**src/rtl/bcdu_instr_arbiter_if.sv**
```systemverilog
`default_nettype none
// +--------------------------------------------------------------------------+
// | bcdu_instr_arbiter_if : sequencer-side and BCDU-side arbiter signals     |
// | Rev 1.0                                                                  |
// +--------------------------------------------------------------------------+
interface bcdu_instr_arbiter_if #(
  parameter int N_REQ   = 4,
  parameter int INSTR_W = 16
);
  logic [N_REQ-1:0]         i_req;
  logic [N_REQ-1:0]         i_instr_valid;
  logic [N_REQ*INSTR_W-1:0] i_instr;
  logic                     i_bcdu_ready;
  logic [N_REQ-1:0]         o_accept;
  logic [N_REQ-1:0]         o_grant;
  logic                     o_instr_valid;
  logic [INSTR_W-1:0]       o_instr;
  logic                     o_busy;
  logic                     o_proto_err;

  modport master (
    output i_req, i_instr_valid, i_instr, i_bcdu_ready,
    input  o_accept, o_grant, o_instr_valid, o_instr, o_busy, o_proto_err
  );

  modport slave (
    input  i_req, i_instr_valid, i_instr, i_bcdu_ready,
    output o_accept, o_grant, o_instr_valid, o_instr, o_busy, o_proto_err
  );
endinterface
`default_nettype wire

```
**src/rtl/bcdu_instr_arbiter.sv**
```systemverilog
`default_nettype none
// +--------------------------------------------------------------------------+
// | bcdu_instr_arbiter : round-robin, sequence-locked BCDU instruction port  |
// | Rev 1.0                                                                  |
// +--------------------------------------------------------------------------+
module bcdu_instr_arbiter #(
  parameter int N_REQ   = 4,
  parameter int INSTR_W = 16
) (
  input wire logic             i_clk,
  input wire logic             i_rst_n,
  bcdu_instr_arbiter_if.slave  bus
);

  localparam int IDX_W = $clog2(N_REQ);
  localparam logic [3:0] BCDU_OP_NOP = 4'h0;
  localparam logic [INSTR_W-1:0] NOP_WORD = {BCDU_OP_NOP, {(INSTR_W-4){1'b0}}};

  typedef enum logic [0:0] {
    S_IDLE  = 1'b0,
    S_OWNED = 1'b1
  } state_t;

  state_t               state_q, state_d;
  logic [IDX_W-1:0]     last_q, last_d;
  logic                 instr_valid_q, instr_valid_d;
  logic [INSTR_W-1:0]   instr_q, instr_d;
  logic                 proto_err_q, proto_err_d;

  logic                 owned;
  logic                 release_w;
  logic                 win_found;
  logic [IDX_W-1:0]     win_idx;
  logic [IDX_W:0]       cand;
  logic [N_REQ-1:0]     grant_w;
  logic [INSTR_W-1:0]   instr_arr [N_REQ];

  for (genvar k = 0; k < N_REQ; k++) begin : g_unpack
    assign instr_arr[k] = bus.i_instr[k*INSTR_W +: INSTR_W];
  end

  // The owner is always the last winner, so last_q doubles as the owner index.
  assign owned     = (state_q == S_OWNED);
  assign release_w = owned && !bus.i_req[last_q] && !bus.i_instr_valid[last_q];
  assign grant_w   = owned ? ({{(N_REQ-1){1'b0}}, 1'b1} << last_q) : '0;

  // Cyclic search upward from last+1; the previous winner is visited last.
  always_comb begin
    win_found = 1'b0;
    win_idx   = last_q;
    cand      = '0;
    for (int off = 1; off <= N_REQ; off++) begin
      cand = {1'b0, last_q} + (IDX_W+1)'(off);
      if (cand >= (IDX_W+1)'(N_REQ)) begin
        cand = cand - (IDX_W+1)'(N_REQ);
      end
      if (!win_found && bus.i_req[cand[IDX_W-1:0]]) begin
        win_found = 1'b1;
        win_idx   = cand[IDX_W-1:0];
      end
    end
  end

  always_comb begin
    state_d       = state_q;
    last_d        = last_q;
    instr_valid_d = 1'b0;
    instr_d       = NOP_WORD;
    proto_err_d   = proto_err_q;

    if ((!owned || release_w) && win_found) begin
      state_d = S_OWNED;
      last_d  = win_idx;
    end else if (release_w) begin
      state_d = S_IDLE;
    end

    if (owned && bus.i_instr_valid[last_q]) begin
      instr_valid_d = 1'b1;
      instr_d       = instr_arr[last_q];
    end

    // Valid from a non-owner is dropped and latched as an error.
    if (|(bus.i_instr_valid & ~grant_w)) begin
      proto_err_d = 1'b1;
    end
  end

  always_ff @(posedge i_clk or negedge i_rst_n) begin
    if (!i_rst_n) begin
      state_q       <= S_IDLE;
      last_q        <= IDX_W'(N_REQ-1);
      instr_valid_q <= 1'b0;
      instr_q       <= NOP_WORD;
      proto_err_q   <= 1'b0;
    end else begin
      state_q       <= state_d;
      last_q        <= last_d;
      instr_valid_q <= instr_valid_d;
      instr_q       <= instr_d;
      proto_err_q   <= proto_err_d;
    end
  end

  assign bus.o_grant       = grant_w;
  assign bus.o_accept      = grant_w & {N_REQ{bus.i_bcdu_ready}};
  assign bus.o_busy        = owned;
  assign bus.o_instr_valid = instr_valid_q;
  assign bus.o_instr       = instr_q;
  assign bus.o_proto_err   = proto_err_q;

endmodule
`default_nettype wire

```
**src/flat_wrapper.sv**
```systemverilog
// flat-port wrapper written by rule: the top's interface ports become plain ports
module bcdu_instr_arbiter_flat 
#(
  parameter int N_REQ   = 4,
  parameter int INSTR_W = 16
)
  (i_clk, i_rst_n, bus_i_req, bus_i_instr_valid, bus_i_instr, bus_i_bcdu_ready, bus_o_accept, bus_o_grant, bus_o_instr_valid, bus_o_instr, bus_o_busy, bus_o_proto_err);
  bcdu_instr_arbiter_if #(.N_REQ(N_REQ), .INSTR_W(INSTR_W)) bus_i ();
  input wire logic i_clk;
  input wire logic i_rst_n;
  input wire logic [$bits(bus_i.i_req)-1:0] bus_i_req;
  input wire logic [$bits(bus_i.i_instr_valid)-1:0] bus_i_instr_valid;
  input wire logic [$bits(bus_i.i_instr)-1:0] bus_i_instr;
  input wire logic [$bits(bus_i.i_bcdu_ready)-1:0] bus_i_bcdu_ready;
  output wire logic [$bits(bus_i.o_accept)-1:0] bus_o_accept;
  output wire logic [$bits(bus_i.o_grant)-1:0] bus_o_grant;
  output wire logic [$bits(bus_i.o_instr_valid)-1:0] bus_o_instr_valid;
  output wire logic [$bits(bus_i.o_instr)-1:0] bus_o_instr;
  output wire logic [$bits(bus_i.o_busy)-1:0] bus_o_busy;
  output wire logic [$bits(bus_i.o_proto_err)-1:0] bus_o_proto_err;
  assign bus_i.i_req = bus_i_req;
  assign bus_i.i_instr_valid = bus_i_instr_valid;
  assign bus_i.i_instr = bus_i_instr;
  assign bus_i.i_bcdu_ready = bus_i_bcdu_ready;
  assign bus_o_accept = bus_i.o_accept;
  assign bus_o_grant = bus_i.o_grant;
  assign bus_o_instr_valid = bus_i.o_instr_valid;
  assign bus_o_instr = bus_i.o_instr;
  assign bus_o_busy = bus_i.o_busy;
  assign bus_o_proto_err = bus_i.o_proto_err;
  bcdu_instr_arbiter #(.N_REQ(N_REQ), .INSTR_W(INSTR_W)) u_core (.i_clk(i_clk), .i_rst_n(i_rst_n), .bus(bus_i));
endmodule
```
**config.mk**
```make
export PLATFORM = sky130hd
export DESIGN_NAME = bcdu_instr_arbiter_flat
export DESIGN_NICKNAME = d
export VERILOG_FILES = /design/src/rtl/bcdu_instr_arbiter_if.sv /design/src/rtl/bcdu_instr_arbiter.sv /design/src/flat_wrapper.sv
export SDC_FILE = /design/constraint.sdc
export NUM_CORES = 1
export LEC_CHECK = 0
export BUFFER_PORTS_ARGS = -buffer_cell sky130_fd_sc_hd__buf_2
export CORE_AREA = 4 4 65 67
export DETAILED_ROUTE_END_ITERATION = 7
export DIE_AREA = 0 0 69 71
export GPL_ROUTABILITY_DRIVEN = 0
export GPL_TIMING_DRIVEN = 0
export PLACE_DENSITY = 0.76
export SLEW_MARGIN = 30
export SYNTH_ARGS = -nofsm -noshare
export SYNTH_HDL_FRONTEND = slang
export SYNTH_SLANG_ARGS = --single-unit
export TNS_END_PERCENT = 5
```
**constraint.sdc**
```tcl
create_clock -name i_clk -period 3.5 [get_ports i_clk]
set_clock_uncertainty 0.15 [all_clocks]
set_input_delay 1.05 -clock i_clk [delete_from_list [all_inputs] [get_ports i_clk]]
set_output_delay 1.05 -clock i_clk [all_outputs]
set_load 0.005 [all_outputs]
```
# --- Word level (Yosys, flattened, before mapping) ---
# Cells that the tools add are included.
# W data, S select, Z words.
classes:
  addsub: 8
  order_cmp: 10
  n_shift: 1
  n_mux: 32
  n_bitwise: 4
  n_reduce_logical: 18
op_table:
  columns: ["op", "count"]
  rows:
  - ["$mux W16", 3]
  - ["$bmux W16 S2", 1]
  - ["$mux W2", 8]
  - ["$ge A3 B3 Y1 const B", 5]
  - ["$lt A2 B3 Y1 const B", 5]
  - ["$mux W1", 13]
  - ["$bmux W1 S2", 6]
  - ["$and A4 B4 Y4", 2]
  - ["$sub A2 B1 Y2 const B", 4]
  - ["$logic_and A1 B1 Y1", 7]
  - ["$add A2 B2 Y3 const B", 2]
  - ["$logic_not A1 Y1", 6]
  - ["$mux W4", 1]
  - ["$not A4 Y4", 1]
  - ["$reduce_bool A4 Y1", 1]
  - ["$reduce_or A4 Y1", 1]
  - ["$shl A1 B2 Y4 const A", 1]
  - ["$add A2 B1 Y3 const B", 1]
  - ["$add A2 B3 Y3 const B", 1]
  - ["$not A2 Y3", 1]
  - ["$reduce_and A2 Y1", 1]
  - ["$reduce_bool A2 Y1", 1]
  - ["$logic_or A1 B1 Y1", 1]
totals:
  ff_bits: 21
  out_inout_bits: 27
  elab_cells: 78

# --- Depth between registers and ports, before layout ---
# Gate-level depths: netlist of run 1.
depth:
  ltp_word: 17
  depth_mapped: 8

# --- Least setup slack after synthesis of run 1 ---
# No wires, ideal clock.
synth_timing:
  path_kind: "register -> output"
  startpoint: "reg u_core.last_q[0]"
  endpoint: "out bus_o_accept[2]"
  arrival_time_ps: 1374
  path_slack_ps: 926
  stages_incl_launch_ff: 6
  path_cell_list: "dfstp_2 buf_6 buf_2 inv_1 ha_1 and3_1"
synth_between:
  elab_chain_len: 3
synth_rtl:
  columns: ["element", "line_no", "source"]
  rows:
  - ["start, declared", "bcdu_instr_arbiter.sv:25", "logic [IDX_W-1:0] last_q, last_d;"]
  - ["start signal, assigned", "bcdu_instr_arbiter.sv:92", "last_q <= IDX_W'(N_REQ-1);"]
  - ["start signal, assigned", "bcdu_instr_arbiter.sv:98", "last_q <= last_d;"]
  - ["$shl A1 B2 Y4", "bcdu_instr_arbiter.sv:45", "assign grant_w = owned ? ({{(N_REQ-1){1'b0}}, 1'b1} << last_q) : '0;"]
  - ["$mux W4", "bcdu_instr_arbiter.sv:45", null]
  - ["$and A4 B4 Y4", "bcdu_instr_arbiter.sv:106", "assign bus.o_accept = grant_w & {N_REQ{bus.i_bcdu_ready}};"]
  - ["end, declared", "flat_wrapper.sv:15", "output wire logic [$bits(bus_i.o_accept)-1:0] bus_o_accept;"]
# Every way passes these cells.

# --- Final worst setup path of run 1 ---
# Same ends and word-level chain as after synthesis.

==> summary.txt, run 1 <==
Cells and area
  – Most frequent cells in the layout: 104 x buf_2, 20 x and3_1, 19 x dfrtp_1
  – NumNets Final: between 200 and 300
  – Final core utilization: between 50% and 60%
  – Most common cell after layout, fill and taps aside: buf_2
  – Fillcell total: 335
  – Antenna Cells: 0
  – Fraction of layout instances using a drive strength above 1: between 60% and 70%
  – Multi-input gate area: between 800 and 900 um^2
  – Register area: between 500 and 600 um^2
  – Area delta synth->final: 43.7%

Critical path
  – CP bufs+invs: 4
  – Most common cell on crit path: buf_2
  – Max stage delay on crit path: around 0.56 ns
  – Worst EP arrival: ~1.9 ns
  – Setup crit end kind: output pin
  – Critical Path Start Type: register
  – Delay-heaviest family, CP: buffers and inverters
  – Slowest CP cell: dfstp_2
  – Max FO, Critical Path: 10
  – CP cell instances: buf_6 > buf_2 > inv_1 > ha_1 > and3_1 > buf_2
  – Critical Path RT: 2.30 ns
  – Crit Path Class: reg2out

STA
  – Tcrit/Tclk final: 87.5%
  – Count of final max-slew check failures: 0
  – Maximum clock frequency: roughly 330 MHz
  – Minimum clock period: 3.06 ns
  – Final setup viols: 0
  – Slew HR: between 60% and 70%
  – Final Hold Fails: 0
  – Worst Tran Pin Value: about 0.56 ns
  – Setup TNS: 0 ns
  – Setup WS post-layout: roughly 0.44 ns
  – RSZ-0062 raised after global routing: false

Routing
  – DRT iter0 DRCs: 50
  – Vias: approximately 1300
  – DRC viols: 0
  – Routed WL per cell: about 16 um
  – ANT nets after route: 0
  – Vias per std cell: 5.16
  – Pre-antenna DRT Iters: 4
  – Final WL: between 4000 and 5000 um

Global routing
  – Initial antenna violation count: 0
  – Vias in the first global route: roughly 1400
  – Total grt overflow: 0
  – Largest net degree at the start of global routing: 22
  – Global Route Usage Sum: approximately 18%
  – First-pass GRT wire length: just under 7000 um

Outcome
  – Run status: finished clean

Power and ir drop
  – Pwr Density: 716 nW/um^2
  – Leakage: ~1.1 nW
  – VDD IR max: 0.000307 V

CTS
  – # clock sinks: 21
  – Worst-path clk slew: 0.07 ns
  – CTS H-tree depth: 1
  – Cts bufs inserted: 3
  – CTS resizes: 0
  – Hold buffer count at CTS: 0
  – TritonCTS clock tree: yes
  – Buffer count from post-CTS setup fixing: 0
  – Root Driver: clkbuf_8
  – Clk_lat worst skew: roughly 0.26 ns
  – Clock Tree Buf Depth: 2

Die
  – FP Rows: 22
  – IO Pins: roughly 100
  – Core Footprint: about 3600 um^2
  – Die area: 4900 um^2
  – Chip Width: 69 um
  – Chip height: ~71 um
  – Starting Density: between 30% and 40%

Synthesis
  – Yosys Warn Count: 0
  – Synth Area in Adders: under 10%
  – Synth Instances: roughly 110
  – Mux cell area share after synthesis: roughly 36%
  – Sequential fraction of the synthesis area: approximately 38%
  – FF+latch count, synth: 21
  – Post-synth top area share: 33.9%
  – Asr flop ratio synth: 100%
  – Synthesized area: approximately 1400 um^2
  – Synth Area in Compound Gates: roughly 4.2%
  – Area leader, netlist: dfrtp_1
  – Syn Nets: between 150 and 200
  – EDFF count, synth: 0
  – Post-Syn Area per Cell: ~13 um^2
  – Cell variety after synth: 28
  – Xor and xnor area share after synthesis: 0.625%
  – Synth area leaders: dfrtp_1 34%, mux4_2 27%, and3_1 8.9%
  – Synth Flop Type: dfrtp_1
  – Post-synthesis simple-gate area fraction: 13.2%
  – Largest family of logic cells by synthesized area: multiplexers

Placed design
  – Detail Placement HPWL: around 3500 um
  – PortBufs: between 100 and 150
  – Dpl ws: around 0.7 ns

Worst hold path
  – Hold Crit Class: reg2reg

Job
  – Max_cap viols: 0
[stage by stage]
| stage | area [um^2] | hold WS [ns] | std cells | power (mW) |
|---|---|---|---|---|
| detailed placement | 1970 | 0.310 | 255 | 1.30 |
| finish | 2010 | 0.332 | 259 | 1.44 |
| global route | 2010 | 0.358 | 259 | 1.56 |
| global placement | 1970 | 0.305 | 255 | 1.28 |
| floorplan | 1400 | 0.313 | 106 | 1.01 |
| CTS | 2010 | 0.330 | 259 | 1.46 |
[logic make-up (layout without fill, tap and decap cells)]
logic type | after synthesis | after routing
simple gates | 32 | 32
mux | 24 | 24
flops | 21 | 21
buf+inv | 15 | 120
compound gates | 9 | 9
fa+ha+maj | 4 | 4
xor+xnor | 1 | 1
[power breakdown]
| part | internal, mW | switching, mW | leakage [nW] |
|---|---|---|---|
| sequential | 0.345 | 0.0401 | 0.257 |
| clock | 0.0792 | 0.0760 | 0.0255 |
| combinational | 0.491 | 0.411 | 0.832 |
[synth_stat cells, types with 2 or more instances]
cell	number
dfstp_2	2
clkbuf_1	4
buf_2	3
dfrtp_1	19
inv_1	6
mux2i_1	3
and3_1	20
mux4_2	17
ha_1	4
mux4_1	3
nand2_1	5
a21oi_1	3
nor2_1	2
[tightest hold or removal path: cells and delay by family (launching register included)]
kind            cells  cell delay, ns
simple gates        1            0.05
flops               1            0.35
compound gates      1            0.05
[worst paths after layout]
check / from / cells past startpoint / slack (ns) / end
min reg2reg: u_core.bus.o_proto_err / 2 / 0.33 / u_core.bus.o_proto_err
max reg2reg: u_core.last_q[0] / 8 / 1.02 / u_core.last_q[1]
max in group asynchronous: i_rst_n / 1 / 2.29 / u_core.last_q[0]
max: u_core.last_q[0] / 6 / 0.44 / bus_o_accept[2]
min in group asynchronous: i_rst_n / 1 / 0.58 / u_core.bus.o_instr[6]
min: u_core.bus.o_proto_err / 2 / 0.33 / u_core.bus.o_proto_err
[flip-flops by register name, summed over array words and instances, names as in the netlist]
signal and flops:
u_core.bus.o_instr 16, u_core.last_q 2, u_core.bus.o_busy 1, u_core.bus.o_instr_valid 1, u_core.bus.o_proto_err 1
[cell type report]
cell class,count,area share (%)
plain buffers,8,2.05
clock buffers,3,2.05
clock inverters,1,0.249
inverters,7,1.31
multi-input cells,70,40.0
flip-flops and latches,21,26.2
well taps,48,2.98
repair buffers,101,25.1
[routing by layer]
| layer | routed length [um] | global-route usage, % |
|---|---|---|
| met1 | 1480 | 17.9 |
| met2 | 2360 | 35.0 |
| met3 | 299 | 4.26 |
| met4 | 65 | 6.51 |
| met5 | 0 | 0 |
Note: power is estimated with default switching activity, not from simulation.
==> inputs of run 2 (changes only) <==
--- a/config.mk
+++ b/config.mk
@@ -5,13 +5,14 @@
 export SDC_FILE = /design/constraint.sdc
 export NUM_CORES = 1
 export LEC_CHECK = 0
-export BUFFER_PORTS_ARGS = -buffer_cell sky130_fd_sc_hd__buf_2
+export BUFFER_PORTS_ARGS = -buffer_cell sky130_fd_sc_hd__clkbuf_2
 export CORE_AREA = 4 4 65 67
 export DETAILED_ROUTE_END_ITERATION = 7
 export DIE_AREA = 0 0 69 71
 export GPL_ROUTABILITY_DRIVEN = 0
 export GPL_TIMING_DRIVEN = 0
 export PLACE_DENSITY = 0.76
+export SKIP_CTS_REPAIR_TIMING = 1
 export SLEW_MARGIN = 30
 export SYNTH_ARGS = -nofsm -noshare
 export SYNTH_HDL_FRONTEND = slang
==> run 2 against run 1 <==
Against the previous run:
- via count down 0.97%
- global-route usage decreased by 0.77 points
- sequential share of layout area hardly changed
- critical endpoint unchanged
- largest power group unchanged
==> summary.txt, run 2 (synthesis gave the netlist of run 1 again) <==
Cells and area
  – Fraction of layout instances using a drive strength above 1: 62.1% (-0.47 points)
  – Antenna Cells: 0 (unchanged)
  – Most common cell after layout, fill and taps aside: clkbuf_2
  – Post-route cell area: 2010 um^2 (about the same)
  – Largest register FFs: 16 (unchanged)
  – Final core utilization: 55.4% (about the same)
  – Area delta synth->final: 43.6% (about the same)
  – Most frequent cells in the layout: 101 x clkbuf_2, 20 x and3_1, 19 x dfrtp_1
  – NumNets Final: 291 (unchanged)

Placed design
  – Cell Area, Placed: 1970 um^2 (unchanged)
  – PortBufs: 101 (unchanged)
  – Detail Placement HPWL: 3390 um (-2.3%)

STA
  – Count of final max-slew check failures: 0 (unchanged)
  – Maximum clock frequency: 329 MHz (+0.88%)
  – Worst Tran Pin Value: 0.506 ns (-0.0509 ns)
  – Minimum clock period: 3.04 ns (-0.0267 ns)
  – Final hold slack: 0.323 ns (-0.00918 ns)
  – Final setup viols: 0 (unchanged)
  – Slew HR: 66.2% (+3.4 points)
  – Setup TNS: 0 ns (unchanged)
  – RSZ-0062 raised after global routing: false
  – Tcrit/Tclk final: 86.7% (-0.76 points)
  – Final Hold Fails: 0 (unchanged)

Critical path
  – Setup crit end kind: output pin
  – CP endpoint: bus_o_accept[2]
  – Critical Path Source: u_core.last_q[0]
  – Crit Path Class: reg2out
  – Critical Path RT: 2.30 ns (about the same)
  – Max FO, Critical Path: 10 (unchanged)
  – Worst EP arrival: 1.84 ns (-0.02 ns)
  – RR Startpoint: u_core.last_q[0]
  – Worst flop-to-flop path endpoint: u_core.last_q[1]
  – R2R Setup Slk: 1.02 ns (about the same)
  – Critical Path Start Type: register
  – Cells on worst reg2reg path: 8 (unchanged)

Power and ir drop
  – Flop pwr share: 27.1% (+0.4 points)
  – Net Sw Power: 515 uW (-2.1%)
  – Combinational share of power: 62.4% (about the same)
  – Leakage: 1.12 nW (+0.54%)
  – Pwr Density: 712 nW/um^2 (-0.64%)
  – Switch share: 36.0% (-0.52 points)
  – VDD IR max: 0.000215 V (-30%)
  – Pint: 916 uW (+0.11%)
  – Clock power share: 10.5% (-0.3 points)

Die
  – Chip Width: 69 um (unchanged)
  – Core Footprint: 3630 um^2 (unchanged)
  – Die area: 4900 um^2 (unchanged)
  – Chip height: 71 um (unchanged)
  – IO Pins: 102 (unchanged)
  – Starting Density: 38.6% (unchanged)
  – FP Rows: 22 (unchanged)

Global routing
  – Vias in the first global route: 1417 (-0.63%)
  – Initial antenna violation count: 0 (unchanged)
  – Largest net degree at the start of global routing: 22 (unchanged)
  – Total grt overflow: 0 (unchanged)
  – Global Route Usage Sum: 17.0% (-0.77 points)
  – First-pass GRT wire length: 6760 um (-2.1%)

Worst hold path
  – Worst Hold Depth: 2 (unchanged)
  – Hold Crit Class: reg2reg

CTS
  – CTS H-tree depth: 1 (unchanged)
  – Clock Tree Buf Depth: 2 (unchanged)
  – Worst-path clk slew: 0.07 ns (about the same)
  – Clk_lat worst skew: 0.25 ns (about the same)
  – Root Driver: clkbuf_8
  – # clock sinks: 21 (unchanged)
  – TritonCTS clock tree: yes
  – Cts bufs inserted: 3 (unchanged)

Routing
  – DRC viols: 0 (unchanged)
  – Vias per std cell: 5.11 (-0.97%)
  – ANT nets after route: 0 (unchanged)
  – Pre-antenna DRT Iters: 4 (unchanged)
  – Routed WL per cell: 15.2 um (-6.7%)
  – DRT iter0 DRCs: 56 (+12%)
  – Final WL: 3930 um (-6.7%)
  – Vias: 1324 (-0.97%)

Job
  – Max_cap viols: 0 (unchanged)

Outcome
  – Run status: finished clean
[run 2: changes by cell type in the layout (fill, tap and decap cells not counted), sizes merged]
cell,change
clkbuf,+102
buf,-101
clkinv,-1
[run 2: worst min-delay path by stage]
stage | from | to
floorplan | u_core.bus.o_proto_err | u_core.bus.o_proto_err
global placement | u_core.bus.o_proto_err | u_core.bus.o_proto_err
detailed placement | u_core.bus.o_proto_err | u_core.bus.o_proto_err
CTS | u_core.bus.o_proto_err | u_core.bus.o_proto_err
global route | u_core.bus.o_proto_err | u_core.bus.o_proto_err
finish | u_core.bus.o_proto_err | u_core.bus.o_proto_err
[run 2: per-layer routing]
layer  track usage (%)  part of all wire [%]  routed length [um]
met2              33.2                    56                2210
met3              3.69                   6.9                 269
met1              18.3                    36                1410
met4              4.56                  0.87                  34
met5                 0                     0                   0
[run 2: area by class of cell]
class	instances	area, um^2
flip-flops and latches	21	528
clock buffers	4	45.0
repair buffers	101	505
fillers	337	1620
well taps	48	60.1
inverters	7	26.3
plain buffers	8	41.3
multi-input cells	70	806
[run 2: critical path, cell delays in order (launching register included)]
cell      delay, ns
dfstp_2        0.56
buf_6          0.16
buf_2          0.27
inv_1          0.10
ha_1           0.21
and3_1         0.17
clkbuf_2       0.11
[run 2: power groups by stage]
stage	combinational, mW	sequential (mW)	clock [mW]
floorplan	0.616	0.397	0
global placement	0.891	0.392	0
detailed placement	0.907	0.394	0
CTS	0.911	0.389	0.152
global route	0.998	0.399	0.167
finish	0.894	0.388	0.150
[run 2: through the flow]
stage,total power [mW],setup WS [ns],instances
2_1_floorplan,1.01,0.926,106
3_3_place_gp,1.28,0.733,255
3_5_place_dp,1.30,0.724,255
4_1_cts,1.45,0.450,259
5_1_grt,1.56,0.318,259
6_report,1.43,0.464,259
